[src/rtl/hazard_stall_controller_pkg.sv]
// Shared encodings for the pipeline hazard/stall controller.
// The package also holds the forwarding-select helper used for both E-stage operands.
package hazard_stall_controller_pkg;

  typedef enum logic [1:0] {
    ST_RUN      = 2'b00,
    ST_MEM_WAIT = 2'b01,
    ST_ERROR    = 2'b10
  } mem_state_e;

  localparam logic [1:0] RES_ALU  = 2'b00;
  localparam logic [1:0] RES_LOAD = 2'b01;
  localparam logic [1:0] RES_PC4  = 2'b10;

  localparam logic [1:0] FWD_RF = 2'b00;
  localparam logic [1:0] FWD_W  = 2'b01;
  localparam logic [1:0] FWD_M  = 2'b10;

  // M beats W because it holds the younger result; x0 is never forwarded
  function automatic logic [1:0] fwd_sel(input logic       reg_write_m,
                                         input logic [4:0] rd_m,
                                         input logic       reg_write_w,
                                         input logic [4:0] rd_w,
                                         input logic [4:0] rs);
    logic [1:0] sel;
    if (reg_write_m && (rd_m != 5'd0) && (rd_m == rs)) begin
      sel = FWD_M;
    end else if (reg_write_w && (rd_w != 5'd0) && (rd_w == rs)) begin
      sel = FWD_W;
    end else begin
      sel = FWD_RF;
    end
    return sel;
  endfunction

endpackage

[src/rtl/hazard_stall_controller_if.sv]
// Bundle of register indices/control bits from the datapath and the
// stall/flush/forward controls returned to it.
interface hazard_stall_controller_if #(parameter int CNT_W = 16);

  logic [4:0]       Rs1D, Rs2D, Rs1E, Rs2E, RdE, RdM, RdW;
  logic             RegWriteM, RegWriteW;
  logic [1:0]       ResultSrcE;
  logic             PCSrcE, MemReqM, MemReadyM;
  logic             StallF, StallD, StallE, StallM;
  logic             FlushD, FlushE;
  logic [1:0]       ForwardAE, ForwardBE;
  logic             MemErr;
  logic [CNT_W-1:0] StallCount;

  modport master (
    output Rs1D, Rs2D, Rs1E, Rs2E, RdE, RdM, RdW, RegWriteM, RegWriteW,
           ResultSrcE, PCSrcE, MemReqM, MemReadyM,
    input  StallF, StallD, StallE, StallM, FlushD, FlushE,
           ForwardAE, ForwardBE, MemErr, StallCount
  );

  modport slave (
    input  Rs1D, Rs2D, Rs1E, Rs2E, RdE, RdM, RdW, RegWriteM, RegWriteW,
           ResultSrcE, PCSrcE, MemReqM, MemReadyM,
    output StallF, StallD, StallE, StallM, FlushD, FlushE,
           ForwardAE, ForwardBE, MemErr, StallCount
  );

endinterface

[src/rtl/hazard_stall_controller_mem_wait.sv]
// Data-memory wait tracker: counts consecutive not-ready cycles and locks
// into ERROR once the wait exceeds MEM_TIMEOUT.
module hazard_stall_controller_mem_wait
  import hazard_stall_controller_pkg::*;
#(
  parameter int MEM_TIMEOUT = 16
) (
  input  logic clk,
  input  logic rst,
  input  logic mem_req_i,
  input  logic mem_ready_i,
  output logic mem_stall_o,
  output logic mem_err_o
);

  localparam int                WCNT_W   = $clog2(MEM_TIMEOUT + 1);
  localparam logic [WCNT_W-1:0] WCNT_MAX = WCNT_W'(MEM_TIMEOUT);

  mem_state_e        state_q, state_d;
  logic [WCNT_W-1:0] wcnt_q, wcnt_d;
  logic              mem_err_q, mem_err_d;

  // State, wait counter and sticky error register
  always_ff @(posedge clk or posedge rst) begin
    if (rst) begin
      state_q   <= ST_RUN;
      wcnt_q    <= '0;
      mem_err_q <= 1'b0;
    end else begin
      state_q   <= state_d;
      wcnt_q    <= wcnt_d;
      mem_err_q <= mem_err_d;
    end
  end

  // Next state, wait count and stall request
  always_comb begin
    state_d     = state_q;
    wcnt_d      = wcnt_q;
    mem_stall_o = 1'b0;
    case (state_q)
      ST_RUN: begin
        if (mem_req_i && !mem_ready_i) begin
          state_d     = ST_MEM_WAIT;
          wcnt_d      = WCNT_W'(1);
          mem_stall_o = 1'b1;
        end else begin
          state_d = ST_RUN;
        end
      end
      ST_MEM_WAIT: begin
        if (mem_ready_i) begin
          state_d = ST_RUN;
          wcnt_d  = '0;
        end else if (wcnt_q == WCNT_MAX) begin
          state_d     = ST_ERROR;
          mem_stall_o = 1'b1;
        end else begin
          wcnt_d      = wcnt_q + WCNT_W'(1);
          mem_stall_o = 1'b1;
        end
      end
      ST_ERROR: begin
        state_d     = ST_ERROR;
        mem_stall_o = 1'b1;
      end
      default: begin
        state_d = ST_RUN;
        wcnt_d  = '0;
      end
    endcase
    mem_err_d = (state_d == ST_ERROR);
  end

  assign mem_err_o = mem_err_q;

endmodule

[src/rtl/hazard_stall_controller.sv]
// Pipeline hazard controller: memory-wait stalls, branch flush, load-use
// interlock, operand forwarding and a saturating stalled-cycle counter.
module hazard_stall_controller
  import hazard_stall_controller_pkg::*;
#(
  parameter int MEM_TIMEOUT = 16,
  parameter int CNT_W       = 16
) (
  input  logic                      clk,
  input  logic                      rst,
  hazard_stall_controller_if.slave  bus
);

  logic             mem_stall_s, mem_err_s, load_use_s;
  logic             stall_f_s, stall_d_s, stall_e_s, stall_m_s;
  logic             flush_d_s, flush_e_s;
  logic [CNT_W-1:0] stall_cnt_q, stall_cnt_d;

  hazard_stall_controller_mem_wait #(.MEM_TIMEOUT(MEM_TIMEOUT)) u_mem_wait (
    .clk         (clk),
    .rst         (rst),
    .mem_req_i   (bus.MemReqM),
    .mem_ready_i (bus.MemReadyM),
    .mem_stall_o (mem_stall_s),
    .mem_err_o   (mem_err_s)
  );

  assign load_use_s = (bus.ResultSrcE == RES_LOAD) && (bus.RdE != 5'd0) &&
                      ((bus.RdE == bus.Rs1D) || (bus.RdE == bus.Rs2D));

  // A memory stall freezes everything and defers the branch until release
  always_comb begin
    stall_f_s = 1'b0;
    stall_d_s = 1'b0;
    stall_e_s = 1'b0;
    stall_m_s = 1'b0;
    flush_d_s = 1'b0;
    flush_e_s = 1'b0;
    if (mem_stall_s) begin
      stall_f_s = 1'b1;
      stall_d_s = 1'b1;
      stall_e_s = 1'b1;
      stall_m_s = 1'b1;
    end else if (bus.PCSrcE) begin
      flush_d_s = 1'b1;
      flush_e_s = 1'b1;
    end else if (load_use_s) begin
      stall_f_s = 1'b1;
      stall_d_s = 1'b1;
      flush_e_s = 1'b1;
    end else begin
      flush_e_s = 1'b0;
    end
  end

  // Saturating increment of the stalled-cycle count
  always_comb begin
    if (stall_f_s && (stall_cnt_q != {CNT_W{1'b1}})) begin
      stall_cnt_d = stall_cnt_q + CNT_W'(1);
    end else begin
      stall_cnt_d = stall_cnt_q;
    end
  end

  // Stalled-cycle counter register
  always_ff @(posedge clk or posedge rst) begin
    if (rst) begin
      stall_cnt_q <= '0;
    end else begin
      stall_cnt_q <= stall_cnt_d;
    end
  end

  assign bus.StallF     = stall_f_s;
  assign bus.StallD     = stall_d_s;
  assign bus.StallE     = stall_e_s;
  assign bus.StallM     = stall_m_s;
  assign bus.FlushD     = flush_d_s;
  assign bus.FlushE     = flush_e_s;
  assign bus.ForwardAE  = fwd_sel(bus.RegWriteM, bus.RdM, bus.RegWriteW, bus.RdW, bus.Rs1E);
  assign bus.ForwardBE  = fwd_sel(bus.RegWriteM, bus.RdM, bus.RegWriteW, bus.RdW, bus.Rs2E);
  assign bus.MemErr     = mem_err_s;
  assign bus.StallCount = stall_cnt_q;

endmodule

[src/flat_wrapper.sv]
// flat-port wrapper written by rule: the top's interface ports become plain ports
module hazard_stall_controller_flat import hazard_stall_controller_pkg::*;
#(
  parameter int MEM_TIMEOUT = 16,
  parameter int CNT_W       = 16
)
  (clk, rst, bus_Rs1D, bus_Rs2D, bus_Rs1E, bus_Rs2E, bus_RdE, bus_RdM, bus_RdW, bus_RegWriteM, bus_RegWriteW, bus_ResultSrcE, bus_PCSrcE, bus_MemReqM, bus_MemReadyM, bus_StallF, bus_StallD, bus_StallE, bus_StallM, bus_FlushD, bus_FlushE, bus_ForwardAE, bus_ForwardBE, bus_MemErr, bus_StallCount);
  hazard_stall_controller_if #(.CNT_W(CNT_W)) bus_i ();
  input  logic clk;
  input  logic rst;
  input wire logic [$bits(bus_i.Rs1D)-1:0] bus_Rs1D;
  input wire logic [$bits(bus_i.Rs2D)-1:0] bus_Rs2D;
  input wire logic [$bits(bus_i.Rs1E)-1:0] bus_Rs1E;
  input wire logic [$bits(bus_i.Rs2E)-1:0] bus_Rs2E;
  input wire logic [$bits(bus_i.RdE)-1:0] bus_RdE;
  input wire logic [$bits(bus_i.RdM)-1:0] bus_RdM;
  input wire logic [$bits(bus_i.RdW)-1:0] bus_RdW;
  input wire logic [$bits(bus_i.RegWriteM)-1:0] bus_RegWriteM;
  input wire logic [$bits(bus_i.RegWriteW)-1:0] bus_RegWriteW;
  input wire logic [$bits(bus_i.ResultSrcE)-1:0] bus_ResultSrcE;
  input wire logic [$bits(bus_i.PCSrcE)-1:0] bus_PCSrcE;
  input wire logic [$bits(bus_i.MemReqM)-1:0] bus_MemReqM;
  input wire logic [$bits(bus_i.MemReadyM)-1:0] bus_MemReadyM;
  output wire logic [$bits(bus_i.StallF)-1:0] bus_StallF;
  output wire logic [$bits(bus_i.StallD)-1:0] bus_StallD;
  output wire logic [$bits(bus_i.StallE)-1:0] bus_StallE;
  output wire logic [$bits(bus_i.StallM)-1:0] bus_StallM;
  output wire logic [$bits(bus_i.FlushD)-1:0] bus_FlushD;
  output wire logic [$bits(bus_i.FlushE)-1:0] bus_FlushE;
  output wire logic [$bits(bus_i.ForwardAE)-1:0] bus_ForwardAE;
  output wire logic [$bits(bus_i.ForwardBE)-1:0] bus_ForwardBE;
  output wire logic [$bits(bus_i.MemErr)-1:0] bus_MemErr;
  output wire logic [$bits(bus_i.StallCount)-1:0] bus_StallCount;
  assign bus_i.Rs1D = bus_Rs1D;
  assign bus_i.Rs2D = bus_Rs2D;
  assign bus_i.Rs1E = bus_Rs1E;
  assign bus_i.Rs2E = bus_Rs2E;
  assign bus_i.RdE = bus_RdE;
  assign bus_i.RdM = bus_RdM;
  assign bus_i.RdW = bus_RdW;
  assign bus_i.RegWriteM = bus_RegWriteM;
  assign bus_i.RegWriteW = bus_RegWriteW;
  assign bus_i.ResultSrcE = bus_ResultSrcE;
  assign bus_i.PCSrcE = bus_PCSrcE;
  assign bus_i.MemReqM = bus_MemReqM;
  assign bus_i.MemReadyM = bus_MemReadyM;
  assign bus_StallF = bus_i.StallF;
  assign bus_StallD = bus_i.StallD;
  assign bus_StallE = bus_i.StallE;
  assign bus_StallM = bus_i.StallM;
  assign bus_FlushD = bus_i.FlushD;
  assign bus_FlushE = bus_i.FlushE;
  assign bus_ForwardAE = bus_i.ForwardAE;
  assign bus_ForwardBE = bus_i.ForwardBE;
  assign bus_MemErr = bus_i.MemErr;
  assign bus_StallCount = bus_i.StallCount;
  hazard_stall_controller #(.MEM_TIMEOUT(MEM_TIMEOUT), .CNT_W(CNT_W)) u_core (.clk(clk), .rst(rst), .bus(bus_i));
endmodule
[config.mk]
export PLATFORM = sky130hd
export DESIGN_NAME = hazard_stall_controller_flat
export DESIGN_NICKNAME = d
export VERILOG_FILES = /design/src/rtl/hazard_stall_controller_pkg.sv /design/src/rtl/hazard_stall_controller_if.sv /design/src/rtl/hazard_stall_controller_mem_wait.sv /design/src/rtl/hazard_stall_controller.sv /design/src/flat_wrapper.sv
export SDC_FILE = /design/constraint.sdc
export NUM_CORES = 1
export LEC_CHECK = 0
export ABC_AREA = 0
export ABC_CLOCK_PERIOD_IN_PS = 2120
export CORE_UTILIZATION = 39
export DETAILED_ROUTE_END_ITERATION = 12
export GPL_ROUTABILITY_DRIVEN = 1
export PLACE_DENSITY = 0.77
export SYNTH_ARGS = -nofsm -noshare
export SYNTH_HDL_FRONTEND = slang
export SYNTH_HIERARCHICAL = 1
export SYNTH_SLANG_ARGS = --single-unit
[constraint.sdc]
create_clock -name clk -period 2.12 [get_ports clk]
set_clock_uncertainty 0.15 [all_clocks]
set_input_delay 0.424 -clock clk [delete_from_list [all_inputs] [get_ports clk]]
set_output_delay 0.424 -clock clk [all_outputs]
set_load 0.02 [all_outputs]
=== Word-level counts from Yosys, hierarchy flattened ===
Cells that the tools add are included.

* Equality and inequality tests: 14
* Bitwise operators: 1
* Multiplexer cells: 23
* Reduce and logical (&&, ||, !) cells: 17
* $add $sub $neg: 2

{| class="wikitable"
|+ Operators by type and width
! kind !! number
|-
| 5-bit equality test || 6
|-
| 16-bit by 1-bit adder with 16-bit output (second input constant) || 1
|-
| 16-bit != test (second input constant) || 1
|-
| 5-bit 2-to-1 mux || 3
|-
| 5-bit case mux with 3 select lines || 1
|-
| 5-bit nonzero test || 3
|-
| 1-bit 2-to-1 mux || 13
|-
| 1-bit logical AND || 10
|-
| 2-bit 2-to-1 mux || 4
|-
| 2-bit case mux with 3 select lines || 1
|-
| 5-bit by 1-bit adder with 5-bit output (second input constant) || 1
|-
| 5-bit equality test (second input constant) || 1
|-
| 2-bit by 1-bit equality test with 1-bit output (second input constant) || 2
|-
| 2-bit equality test (second input constant) || 2
|-
| 3-bit != test (second input constant) || 1
|-
| 1-bit case mux with 3 select lines || 1
|-
| 3-bit AND reduction || 1
|-
| 2-bit logical NOT || 1
|-
| 2-bit != test (second input constant) || 1
|-
| 1-bit logical NOT || 1
|-
| 1-bit logical OR || 1
|-
| 1-bit NOT || 1
|}

* Output and inout port bits: 27
* Register bits after elaboration: 24
* Input port bits: 44
* Word-level logic and storage cells: 61

=== Longest topological paths before layout ===
* Depth after elaboration: 7
* Gate-level depth with buffers: 7
* Depth with buffers taken out: 6

=== Modules after synthesis ===
Netlist, hierarchy kept.

{| class="wikitable"
|+ By module, submodules not included
! module !! area an instance (sq um) !! instances !! cells an instance !! seq. area each (sq um)
|-
| hazard_stall_controller || 1226.2 || 1 || 127 || 400.4
|-
| hazard_stall_controller_mem_wait || 446.7 || 1 || 43 || 200.2
|}

=== Worst setup path before layout ===
No wires, ideal clock.

* Path kind: input port to output port
* From: in bus_RdM[1]
* To: out bus_ForwardAE[0]
* Data required time: 1.546 ns
* Cell stages on the path: 4
* Buffers on the path: 0
* Data arrival time: 2.041 ns
* Slack: -0.495 ns
* Cells stage by stage: or4_1 o21ai_0 nor4_1 nor4_1

* Longest elaborated chain between the ends: 4
* Elaborated cells on any way between the ends: 5
* Classes of those cells: 1 x eq/ne; 1 x mux; 3 x reduce/logical

{| class="wikitable"
|+ Ends and longest elaborated chain
! element !! RTL line !! source
|-
| start, declared || flat_wrapper.sv:16 || <nowiki>input wire logic [$bits(bus_i.RdM)-1:0] bus_RdM;</nowiki>
|-
| 5-bit nonzero test || hazard_stall_controller_pkg.sv:26 || <nowiki>if (reg_write_m && (rd_m != 5'd0) && (rd_m == rs)) begin</nowiki>
|-
| 1-bit logical AND || hazard_stall_controller_pkg.sv:26 ||
|-
| 1-bit logical AND * || hazard_stall_controller_pkg.sv:26 ||
|-
| 2-bit 2-to-1 mux * || hazard_stall_controller_pkg.sv:26 ||
|-
| end, declared || flat_wrapper.sv:30 || <nowiki>output wire logic [$bits(bus_i.ForwardAE)-1:0] bus_ForwardAE;</nowiki>
|}

Every way passes the cells marked *; elsewhere a longest branch is shown, timed or not.

=== Worst setup path in the final report ===
* From: in bus_RdW[1]
* To: out bus_ForwardAE[0]

* Longest elaborated chain between the ends: 5
* Elaborated cells on any way between the ends: 6
* Classes of those cells: 1 x eq/ne; 2 x mux; 3 x reduce/logical

{| class="wikitable"
|+ Ends and longest elaborated chain
! element !! RTL line !! source
|-
| start, declared || flat_wrapper.sv:17 || <nowiki>input wire logic [$bits(bus_i.RdW)-1:0] bus_RdW;</nowiki>
|-
| 5-bit nonzero test || hazard_stall_controller_pkg.sv:28 || <nowiki>end else if (reg_write_w && (rd_w != 5'd0) && (rd_w == rs)) begin</nowiki>
|-
| 1-bit logical AND || hazard_stall_controller_pkg.sv:28 ||
|-
| 1-bit logical AND * || hazard_stall_controller_pkg.sv:28 ||
|-
| 1-bit 2-to-1 mux * || hazard_stall_controller_pkg.sv:28 ||
|-
| 2-bit 2-to-1 mux * || hazard_stall_controller_pkg.sv:26 ||
|}

Marks and branches as above.

==> flow_results.org <==
** Layout
- Relative to the synthesized area, the layout overhead comes to 79.7%.
- # diodes :: 0
- Most common library cell in the layout ignoring fill and taps :: sky130_fd_sc_hd__buf_4
- Excluding fillers, the count of instances in the completed layout stands at 333.
- Net count of the finished layout :: 332
- Leading cell types in the layout, fill and taps excluded :: sky130_fd_sc_hd__buf_4, sky130_fd_sc_hd__xor2_1, sky130_fd_sc_hd__dfrtp_1, sky130_fd_sc_hd__clkdlybuf4s50_1, sky130_fd_sc_hd__buf_6
- In the final layout, the share of cells above drive strength 1 is 0.424.
- Number of fillers in the final layout :: 288

** CTS
- Clock transition at the register clock pins on the worst setup and hold paths after CTS :: 80 ps
- Clock H-tree levels :: 1
- The clock passes through at most 2 buffers.
- Hold repair after CTS inserted 0 buffers.
- In this run, CTS created clock tree buffers numbering 3.
- TritonCTS built the clock tree.
- Clock root cell :: sky130_fd_sc_hd__clkbuf_8
- The later pin in the worst-skew pair is clocked with a latency of 260 ps.
- Clock Sinks :: 24

** Floorplanning
- For this configuration, the core starts out at a cell density of 0.412.
- The initialized floorplan defines 23 standard-cell rows.
- The floorplan step set the die height to 67.5 µm.
- For this design the top-level I/O count stands at 71.
- Die area :: 4560 µm²
- Measured along the x axis, the die boundary spans 67.5 µm.
- Standard cell core area :: 4060 µm²

** Synthesis
- After synthesis, the share of cell area in mux cells is 0.0217.
- The number of nets in the synthesized netlist is 217.
- Of the total synthesized cell area, the portion taken by AND, OR, NAND and NOR gates is 0.247.
- Fraction of the yosys area taken by sequential cells :: 0.359
- Synthesis handed over a netlist of 170 instances.
- Post-synthesis sequential element count :: 24
- Library cells used by synthesis :: 37
- Warnings from Yosys :: 6
- Synthesized area per cell :: 9.84 µm²
- The synthesized-area fraction occupied by ao, oa, aoi and oai cells came to 0.0703.
- After synthesis, the largest family of logic cells by area is simple AND/OR/NAND/NOR gates.
- Adder-Cell Fraction of Synth Area :: 0.0224
- Of the total synthesized cell area, the portion taken by XOR and XNOR cells is 0.241.
- Summing every instance area after synthesis gives 1670 µm².

** Power and ir drop
- Of the total power, registers draw 0.362.
- Cell internal power dissipation :: 0.00118 W
- Of the total power, the share spent switching nets is 0.374.
- PD cells :: 626 nW/µm²
- Switching power summed over all nets :: 0.000704 W
- Comb power frac :: 0.500
- The share of total power dissipated in the clock network is 0.138.
- Leakage power total :: 1.34 nW
- Peak VDD IR :: 0.391 mV

** STA
- Pins Over Slew Limit :: 0
- Worst path setup slack after routing :: -161 ps
- Setup violations remaining at the end of the flow were counted as 10.
- Of the available clock period, the critical path in the final layout requires 1.08.
- Hold Slack :: 292 ps
- In the final timing run, aggregate negative setup slack is -725 ps.
- RSZ-0062 raised after global routing :: true
- Min Clock Period, post-route :: 2280 ps
- Static timing analysis puts the maximum clock frequency at 438 MHz.
- Worst-Margin Slew :: 575 ps
- Measured against its own limit, the worst slew margin works out to 0.617.
- Final number of hold-violating endpoints :: 0

** Setup path
- On the critical path, the stage with the largest delay is an instance of sky130_fd_sc_hd__or4_1.
- Crit path launch type :: input pin
- Biggest fanout along the worst timing path :: 3
- At the worst endpoint, the arrival time is 1710 ps.
- Register-to-register setup slack :: -40 ps
- On the worst path, the slowest cell contributes a delay of 480 ps.
- Capturing element type of the critical path :: output port
- Walking the worst path, the cells encountered are buf_8 > buf_6 > xor2_1 > or4_1 > nor4_2 > buf_4.
- CP Data Required Time :: 1550 ps
- The worst setup path is of the in -> out kind.

** Worst hold path
- Worst min path class :: in -> async

** Status
- The checks that failed: negative setup slack.
- Run status :: finished with violations

** Global route
- Antenna violations before repair :: 0
- The first global-routing pass estimated 7100 µm of wire.
- Largest net degree at the start of global routing :: 17
- Overall routing resource usage :: 0.206
- Number of global-route vias before repair :: 1663
- The total overflow left after global routing is 0.

** Placement
- The number of placed instances, taps included, is 316.
- Number of buffer cells added on primary ports :: 70
- After legalization and detailed placement, the total HPWL measured 3240 µm.
- Minimum setup slack after placement :: -1060 ps
- Gp weighted congestion :: 0.785

** Routing
- After the first detailed-routing iteration, the DRC count stood at 93.
- Using the TritonRoute via totals, the vias-per-cell ratio works out to 5.09.
- Routed len/inst :: 14.3 µm
- Before antenna repair, the detailed router went through 4 iterations.
- The detail route stage leaves a number of antenna-violating nets equal to 0.
- Remaining routing DRC violations :: 0
- Overall via count from detail_route :: 1696
- Total detailed-routing wirelength :: 4750 µm

** Job
- Max-cap violations in this run came to 0.
-- cells in the mapped netlist --
master                       n  area [µm²]
sky130_fd_sc_hd__a21boi_1    1        7.51
sky130_fd_sc_hd__a21oi_1     4        20.0
sky130_fd_sc_hd__a31oi_4     1        21.3
sky130_fd_sc_hd__and3_1      2        12.5
sky130_fd_sc_hd__and4_1      1        8.76
sky130_fd_sc_hd__and4bb_2    1        12.5
sky130_fd_sc_hd__buf_2       1        5.00
sky130_fd_sc_hd__buf_4       3        22.5
sky130_fd_sc_hd__buf_6       1        11.3
sky130_fd_sc_hd__dfrtp_1    24         601
sky130_fd_sc_hd__ha_1        3        37.5
sky130_fd_sc_hd__inv_1       7        26.3
sky130_fd_sc_hd__mux2_1      1        11.3
sky130_fd_sc_hd__mux2_4      1        15.0
sky130_fd_sc_hd__mux2i_1     1        10.0
sky130_fd_sc_hd__nand2_1    11        41.3
sky130_fd_sc_hd__nand2b_1    2        12.5
sky130_fd_sc_hd__nand3_1    13        65.1
sky130_fd_sc_hd__nor2_1      5        18.8
sky130_fd_sc_hd__nor2_2      2        12.5
sky130_fd_sc_hd__nor3_1      5        25.0
sky130_fd_sc_hd__nor3b_1     2        15.0
sky130_fd_sc_hd__nor3b_2     1        12.5
sky130_fd_sc_hd__nor4_1      8        50.1
sky130_fd_sc_hd__nor4b_1     3        26.3
sky130_fd_sc_hd__nor4b_2     1        15.0
sky130_fd_sc_hd__nor4bb_2    1        16.3
sky130_fd_sc_hd__o21ai_0     3        15.0
sky130_fd_sc_hd__o22ai_1     1        6.26
sky130_fd_sc_hd__o22ai_2     1        12.5
sky130_fd_sc_hd__o2bb2ai_1   4        35.0
sky130_fd_sc_hd__or2b_1      1        7.51
sky130_fd_sc_hd__or3_1       2        12.5
sky130_fd_sc_hd__or3b_4      1        11.3
sky130_fd_sc_hd__or4_1       5        37.5
sky130_fd_sc_hd__xnor2_1    16         140
sky130_fd_sc_hd__xor2_1     30         263
-- layout make-up --
cell class / instances / area [µm²] / share of cell area
Multi-Input combinational cell: 134 / 1250 / 0.417
Timing Repair Buffer: 115 / 1020 / 0.340
Sequential cell: 24 / 601 / 0.200
Tap cell: 50 / 62.6 / 0.0208
Clock buffer: 3 / 41.3 / 0.0137
Inverter: 7 / 26.3 / 0.00874
-- worst max-delay path, delay by kind of cell --
| kind | cells | cell delay (ps) |
|---|---|---|
| buffers and inverters | 3 | 380 |
| XOR/XNOR | 1 | 150 |
| AND/OR/NAND/NOR | 2 | 760 |
-- what timing repair did --
item / 4_1_cts / 5_1_grt
pin swaps: 36 / 22
hold endpoints to repair: 0 / 0
setup buffers: 8 / 6
resized for setup: 159 / 48
endpoints found under the setup margin: 26 / 21
cloned: 1 / 0
-- power by group through the flow --
stage | logic, W | registers [W] | clock network (W)
2_1_floorplan | 0.000297 | 0.000786 | 0
3_5_place_dp | 0.000842 | 0.000680 | 0
4_1_cts | 0.000878 | 0.000672 | 0.000265
5_1_grt | 0.00101 | 0.000698 | 0.000291
3_3_place_gp | 0.000828 | 0.000676 | 0
6_report | 0.000941 | 0.000682 | 0.000261
-- cell families after synthesis --
group	count (synthesis)
xor+xnor	46
simple gates	67
mux	3
fa+ha+maj	3
compound gates	15
flops	24
buf+inv	12
-- stage by stage --
step / total power (W) / util / instance area, µm²
2_1_floorplan: 0.00108 / - / 1700
3_3_place_gp: 0.00150 / 0.655 / 2660
3_5_place_dp: 0.00152 / 0.655 / 2660
4_1_cts: 0.00181 / 0.700 / 2840
5_1_grt: 0.00200 / 0.741 / 3010
6_report: 0.00188 / 0.741 / 3010
-- metal layers --
| metal | track usage | share of wire | vias up |
|---|---|---|---|
| li1 | - | - | 826 |
| met1 | 0.233 | 0.39 | 796 |
| met2 | 0.379 | 0.53 | 66 |
| met3 | 0.0338 | 0.056 | 8 |
| met4 | 0.0798 | 0.024 | 0 |
| met5 | 0 | 0 | - |
-- path summary, 6_finish.rpt --
check                      cells after the start                           to                         start
setup / recovery                               6             bus_ForwardAE[0]                    bus_RdW[1]
hold / removal                                 2  u_core/u_mem_wait/wcnt_q[3]                           rst
setup reg to reg                               9    u_core/bus.StallCount[12]  u_core/u_mem_wait/state_q[0]
hold reg to reg                                1     u_core/bus.StallCount[8]      u_core/bus.StallCount[8]
max in group asynchronous                      2     u_core/bus.StallCount[9]                           rst
min in group clk                               1     u_core/bus.StallCount[8]      u_core/bus.StallCount[8]
-- flip-flops by register name (all words and copies together), names as in the netlist --
signal / flops
u_core/bus.StallCount: 16
u_core/u_mem_wait/mem_err_o: 1
u_core/u_mem_wait/state_q: 2
u_core/u_mem_wait/wcnt_q: 5
Note: power is estimated with default switching activity, not from simulation.
==> edit 1: new RTL, same settings <==
`MEM_TIMEOUT` is set to 16 in 3 places; all go to 8.
--- a/src/rtl/hazard_stall_controller_mem_wait.sv
+++ b/src/rtl/hazard_stall_controller_mem_wait.sv
@@ -3,7 +3,7 @@
 module hazard_stall_controller_mem_wait
   import hazard_stall_controller_pkg::*;
 #(
-  parameter int MEM_TIMEOUT = 16
+  parameter int MEM_TIMEOUT = 8
 ) (
   input  logic clk,
   input  logic rst,
--- a/src/rtl/hazard_stall_controller.sv
+++ b/src/rtl/hazard_stall_controller.sv
@@ -3,7 +3,7 @@
 module hazard_stall_controller
   import hazard_stall_controller_pkg::*;
 #(
-  parameter int MEM_TIMEOUT = 16,
+  parameter int MEM_TIMEOUT = 8,
   parameter int CNT_W       = 16
 ) (
   input  logic                      clk,
--- a/src/flat_wrapper.sv
+++ b/src/flat_wrapper.sv
@@ -1,7 +1,7 @@
 // flat-port wrapper written by rule: the top's interface ports become plain ports
 module hazard_stall_controller_flat import hazard_stall_controller_pkg::*;
 #(
-  parameter int MEM_TIMEOUT = 16,
+  parameter int MEM_TIMEOUT = 8,
   parameter int CNT_W       = 16
 )
   (clk, rst, bus_Rs1D, bus_Rs2D, bus_Rs1E, bus_Rs2E, bus_RdE, bus_RdM, bus_RdW, bus_RegWriteM, bus_RegWriteW, bus_ResultSrcE, bus_PCSrcE, bus_MemReqM, bus_MemReadyM, bus_StallF, bus_StallD, bus_StallE, bus_StallM, bus_FlushD, bus_FlushE, bus_ForwardAE, bus_ForwardBE, bus_MemErr, bus_StallCount);
Behaviour: not the same (a bounded check fails within 10 cycles, from zero or initial values and one cycle with rst high).
==> edit 1 against the original RTL <==
The flow finishes with violations (design-rule violations, negative setup slack); wire length is 0.55% lower; synthesized area decreased by 3.0%; power down 0.53%; setup slack worse by 0.044 ns; design area down 3.3%; sequential cell count is 1 lower.
==> edit 1: results (changes against the original RTL) <==
* Status: finished with violations
* Failing checks: design-rule violations, negative setup slack
* Place WS at -1.096 ns (-0.03513 ns)
* Drt wl/cell at 14.72 um (+3.2%)
* Pre-Repair DR Iteration Count at 10 (+6)
* Syn nets at 215 (-0.92%)
* Mux share of post-synthesis cell area at 1.619% (-0.55 points)
* I/O Buffers at 70 (unchanged)
* Final Setup Violations at 7 (-3)
* Worst-path clk slew at 0.08 ns (about the same)
* GP Congestion at 0.7962 (+1.5%)
* Clock Tree Buf Depth at 2 (unchanged)
* Top_reg_cell synth: dfrtp_1
* Largest net degree at the start of global routing at 17 (unchanged)
* Max FO, Critical Path at 3 (unchanged)
* Critical path origin: bus_RdE[2]
* Commonest cells in the netlist: xor2_1, dfrtp_1, xnor2_1
* Vias in the first global route at 1589 (-4.4%)
* Async S/R FF share, synth at 100.0% (unchanged)
* Compound-Gate Fraction of Synth Area at 7.710% (+0.68 points)
* Critical Path AT at 1.75 ns (+0.04 ns)
* DRC Markers at 2 (+2)
* Hold buffers post-CTS at 0 (unchanged)
* Synth Area in Adders at 2.313% (+0.069 points)
* R2R Setup Slk at 0.08 ns (+0.12 ns)
* H-tree levels at 1 (unchanged)
* Reg2Reg Depth at 7 (-2)
* CTS Buf Count at 3 (unchanged)
* Global-route wire length before repair at 7.341 mm (+3.4%)
* Synth Warn # at 6 (unchanged)
* Setup ws final at -0.2046 ns (-0.04354 ns)
* R2R Path Start: u_core/bus.StallCount[8]$_DFFE_PP0P_
* Post-Synth XOR/XNOR Area at 23.75% (-0.34 points)
* Highest-delay cell along the critical path: or4_4
* Top area cells in the synthesized netlist: dfrtp_1, xor2_1, xnor2_1
* Slew @ Worst Pin at 0.6159 ns (+0.04142 ns)
* Worst-skew pair later-pin latency at 0.27 ns
* Worst Hold Class: in2async
* Cell Area, Placed at 0.002580 mm2 (-2.9%)
* Peak supply drop at 0.0003971 V (+1.7%)
* DR iter-0 viols at 114 (+23%)
* DR vias at 1643 (-3.1%)
* Seq/Total Area, Yosys at 35.47% (-0.43 points)
* Crit path to: bus_StallD
* Synth cell types at 40 (+8.1%)
* Worst r2r dst: u_core/bus.StallCount[1]$_DFFE_PP0P_
* Initial antenna violation count at 0 (unchanged)
* Max FFs per register at 16 (unchanged)
* GRT Total Usage at 21.78% (+1.2 points)
* Clock root buffer: clkbuf_8
* Diodes inserted at 0 (unchanged)
* Layout Nets at 319 (-3.9%)
* CP max stage delay at 0.53 ns (+0.05 ns)
* Hpwl dp at 3.410 mm (+5.4%)
* Leak at 1.308 nW (-2.6%)
* Share of cells above drive strength 1 at 41.70% (-0.71 points)
* Fill cells at 299 (+3.8%)
[edit 1: changes by cell type in the layout (fill, tap and decap cells not counted), sizes merged, moves of 2 or more]
| cell | delta |
|---|---|
| a211o | +2 |
| a21oi | -2 |
| buf | -9 |
| clkdlybuf4s15 | -4 |
| dlygate4sd2 | +3 |
| dlymetal6s2s | +2 |
| nand3 | -2 |
| nor2 | +2 |
| o21ai | +2 |
| o2bb2ai | -3 |
| xor2 | -2 |
[edit 1: worst min-delay path by stage]
stage / to / slack, ns / cells past startpoint
after floorplan: u_core/u_mem_wait/mem_err_o$_DFF_PP0_ / 0.08 / 1
after global placement: u_core/bus.StallCount[8]$_DFFE_PP0P_ / 0.32 / 1
after detailed placement: u_core/bus.StallCount[10]$_DFFE_PP0P_ / 0.34 / 1
after CTS: u_core/u_mem_wait/wcnt_q[3]$_DFFE_PP0P_ / 0.28 / 2
after global routing: u_core/u_mem_wait/wcnt_q[3]$_DFFE_PP0P_ / 0.30 / 2
final: u_core/u_mem_wait/wcnt_q[3]$_DFFE_PP0P_ / 0.27 / 2
[edit 1: cells by family (layout without fill, tap and decap cells)]
logic type | count (synthesis) | after routing
buf+inv | 12 | 115
xor+xnor | 44 | 44
compound gates | 16 | 16
fa+ha+maj | 3 | 3
simple gates | 68 | 68
flops | 23 | 23
mux | 2 | 2
[edit 1: critical path, delay by kind of cell]
family | cells | cell delay [ns]
compound gates | 1 | 0.26
buf+inv | 3 | 0.35
simple gates | 3 | 0.71
[edit 1: final cells by class]
| cell class | count | area, um2 | area share [%] |
|---|---|---|---|
| Clock buffer | 3 | 41.29 | 1.420 |
| Clock inverter | 1 | 5.005 | 0.1721 |
| Inverter | 6 | 22.52 | 0.7745 |
| Multi-Input combinational cell | 133 | 1276 | 43.89 |
| Sequential cell | 23 | 575.6 | 19.79 |
| Tap cell | 50 | 62.56 | 2.151 |
| Timing Repair Buffer | 105 | 924.6 | 31.80 |
[edit 1: layer usage]
layer,global-route usage [%],share of wire (%),vias up
li1,-,-,798
met1,28.60,41,789
met2,35.71,54,52
met3,5.479,4.6,4
met4,5.053,1.1,0
met5,0,0,-
[edit 1: repair_timing]
item	4_1_cts	5_1_grt
setup endpoints to repair	26	24
setup buffers	5	2
pin swaps	33	22
resized for setup	155	52
cloned	1	0
[edit 1: power breakdown]
part | internal [mW] | leakage, nW | switching [mW]
Combinational | 0.488 | 1.01 | 0.459
Clock | 0.131 | 0.0255 | 0.145
Sequential | 0.541 | 0.269 | 0.109
Total | 1.16 | 1.31 | 0.713
[edit 1: per-stage QoR]
step / TNS, ns / std cells
after floorplan: -0.4502 / 168
after global placement: -14.66 / 310
after detailed placement: -15.47 / 310
after CTS: -1.035 / 319
after global routing: -1.283 / 321
final: -0.8853 / 321
==> edit 2: new RTL, same flow settings <==
Made on the original files. The 3 states of `mem_state_e` get a one-hot encoding in 3 bits.
--- a/src/rtl/hazard_stall_controller_pkg.sv
+++ b/src/rtl/hazard_stall_controller_pkg.sv
@@ -2,10 +2,10 @@
 // The package also holds the forwarding-select helper used for both E-stage operands.
 package hazard_stall_controller_pkg;
 
-  typedef enum logic [1:0] {
-    ST_RUN      = 2'b00,
-    ST_MEM_WAIT = 2'b01,
-    ST_ERROR    = 2'b10
+  typedef enum logic [2:0] {
+    ST_RUN      = 3'b001,
+    ST_MEM_WAIT = 3'b010,
+    ST_ERROR    = 3'b100
   } mem_state_e;
 
   localparam logic [1:0] RES_ALU  = 2'b00;
Function: no difference found for any inputs over 10 cycles, from zero or initial values and one cycle with rst high; not proved beyond that.
==> edit 2 against the original RTL <==
The flow still finishes with violations (negative setup slack); critical path type is now in2reg; design area is 13% higher; wire length increased by 36%; synthesized area is 3.5% higher; register-to-register slack lost 0.16 ns; sequential cell count grew 1; sequential share of layout area decreased by 1.5 points; critical endpoint is now u_core/bus.StallCount[14]$_DFFE_PP0P_; setup slack worse by 0.051 ns.
Power is not compared: it rests on default switching activity, and its combinational part moved more than twofold at a synthesized area within 25%.
==> edit 2: results (changes against the original RTL) <==
* Status: finished with violations
* Failing checks: negative setup slack
* Hpwl dp at 3.664 mm (+13%)
* Placed insts at 326 (+3.2%)
* Cell Area, Placed at 0.002776 mm2 (+4.5%)
* Critical Path AT at 2.36 ns (+0.65 ns)
* Layout Nets at 347 (+4.5%)
* DR iter-0 viols at 168 (+81%)
* Top area cells in the synthesized netlist: dfrtp_1, xor2_1, xnor2_1
* Drt wl/cell at 18.56 um (+30%)
* Vias in the first global route at 1920 (+15%)
* Setup ws final at -0.2116 ns (-0.05054 ns)
* Gate Count Post-Synth at 178 (+4.7%)
* Diodes inserted at 0 (unchanged)
* Sequential share of power at 46.5%
* Fill cells at 231 (-20%)
* Top_reg_cell synth: dfrtp_1
* GP Congestion at 0.7881 (+0.42%)
* CTS Buf Count at 3 (unchanged)
* Post-Route Utilization at 81.85% (+7.8 points)
* Place WS at -1.031 ns (+0.03005 ns)
* Setup TNS at -2.204 ns (-1.479 ns)
* Share of cells above drive strength 1 at 48.83% (+6.4 points)
* Commonest cells in the netlist: xor2_1, dfrtp_1, xnor2_1
* Syn nets at 225 (+3.7%)
* Final Setup Violations at 19 (+9)
* Slew @ Worst Pin at 0.6855 ns (+0.1110 ns)
* CP delay by family, top: buffers and inverters
* Synth cell types at 44 (+19%)
* GRT Total Usage at 26.18% (+5.6 points)
* Routed wire length at 6.476 mm (+36%)
* Overall Power at 1.026 mW
* Seq/Total Area, Yosys at 36.20% (+0.30 points)
* Via density at 5.564 (+9.3%)
* Highest-delay cell along the critical path: clkdlybuf4s50_1
* Largest net degree at the start of global routing at 17 (unchanged)
* Global-route wire length before repair at 8.983 mm (+27%)
* Clock Tree Buf Depth at 2 (unchanged)
* Worst-path clk slew at 0.10 ns (+0.02 ns)
==> edit 2: final timing paths <==
check	slack (ns)	to	startpoint	cells past startpoint
worst max-delay path	-0.21	u_core/bus.StallCount[14]$_DFFE_PP0P_	bus_Rs2D[3]	10
worst min-delay path	0.33	u_core/u_mem_wait/state_q[2]$_DFF_PP0_	rst	2
worst max register to register	-0.20	u_core/bus.StallCount[14]$_DFFE_PP0P_	u_core/u_mem_wait/state_q[0]$_DFF_PP1_	10
worst min register to register	0.34	u_core/bus.StallCount[4]$_DFFE_PP0P_	u_core/bus.StallCount[4]$_DFFE_PP0P_	1
max in group asynchronous	0.93	u_core/bus.StallCount[6]$_DFFE_PP0P_	rst	2
min in group clk	0.34	u_core/bus.StallCount[4]$_DFFE_PP0P_	u_core/bus.StallCount[4]$_DFFE_PP0P_	1
==> edit 2: layer usage <==
metal / wire, um / GRT usage (%) / vias up
li1: - / - / 875
met1: 2422 / 28.50 / 938
met2: 3465 / 49.39 / 111
met3: 424 / 4.934 / 18
met4: 164 / 9.896 / 0
met5: 0 / 0 / -
==> edit 2: area by class of cell <==
class | count | area (um2) | area share, %
repair buffers | 122 | 1134 | 33.42
well taps | 50 | 62.56 | 1.844
inverters | 6 | 22.52 | 0.6640
flip-flops and latches | 25 | 626.9 | 18.48
multi-input cells | 142 | 1501 | 44.26
clock buffers | 4 | 45.04 | 1.328
==> edit 2: what timing repair did <==
action	CTS	global route
gates cloned	1	0
endpoints found under the setup margin	26	27
resized for setup	185	58
buffers inserted	14	6
pin swaps	41	37
==> edit 2: cells by family after synthesis <==
family,synth area share (%)
mux,1.517
fa+ha+maj,2.168
buf+inv,3.396
simple gates,25.00
compound gates,8.960
xor+xnor,22.76
flops,36.20
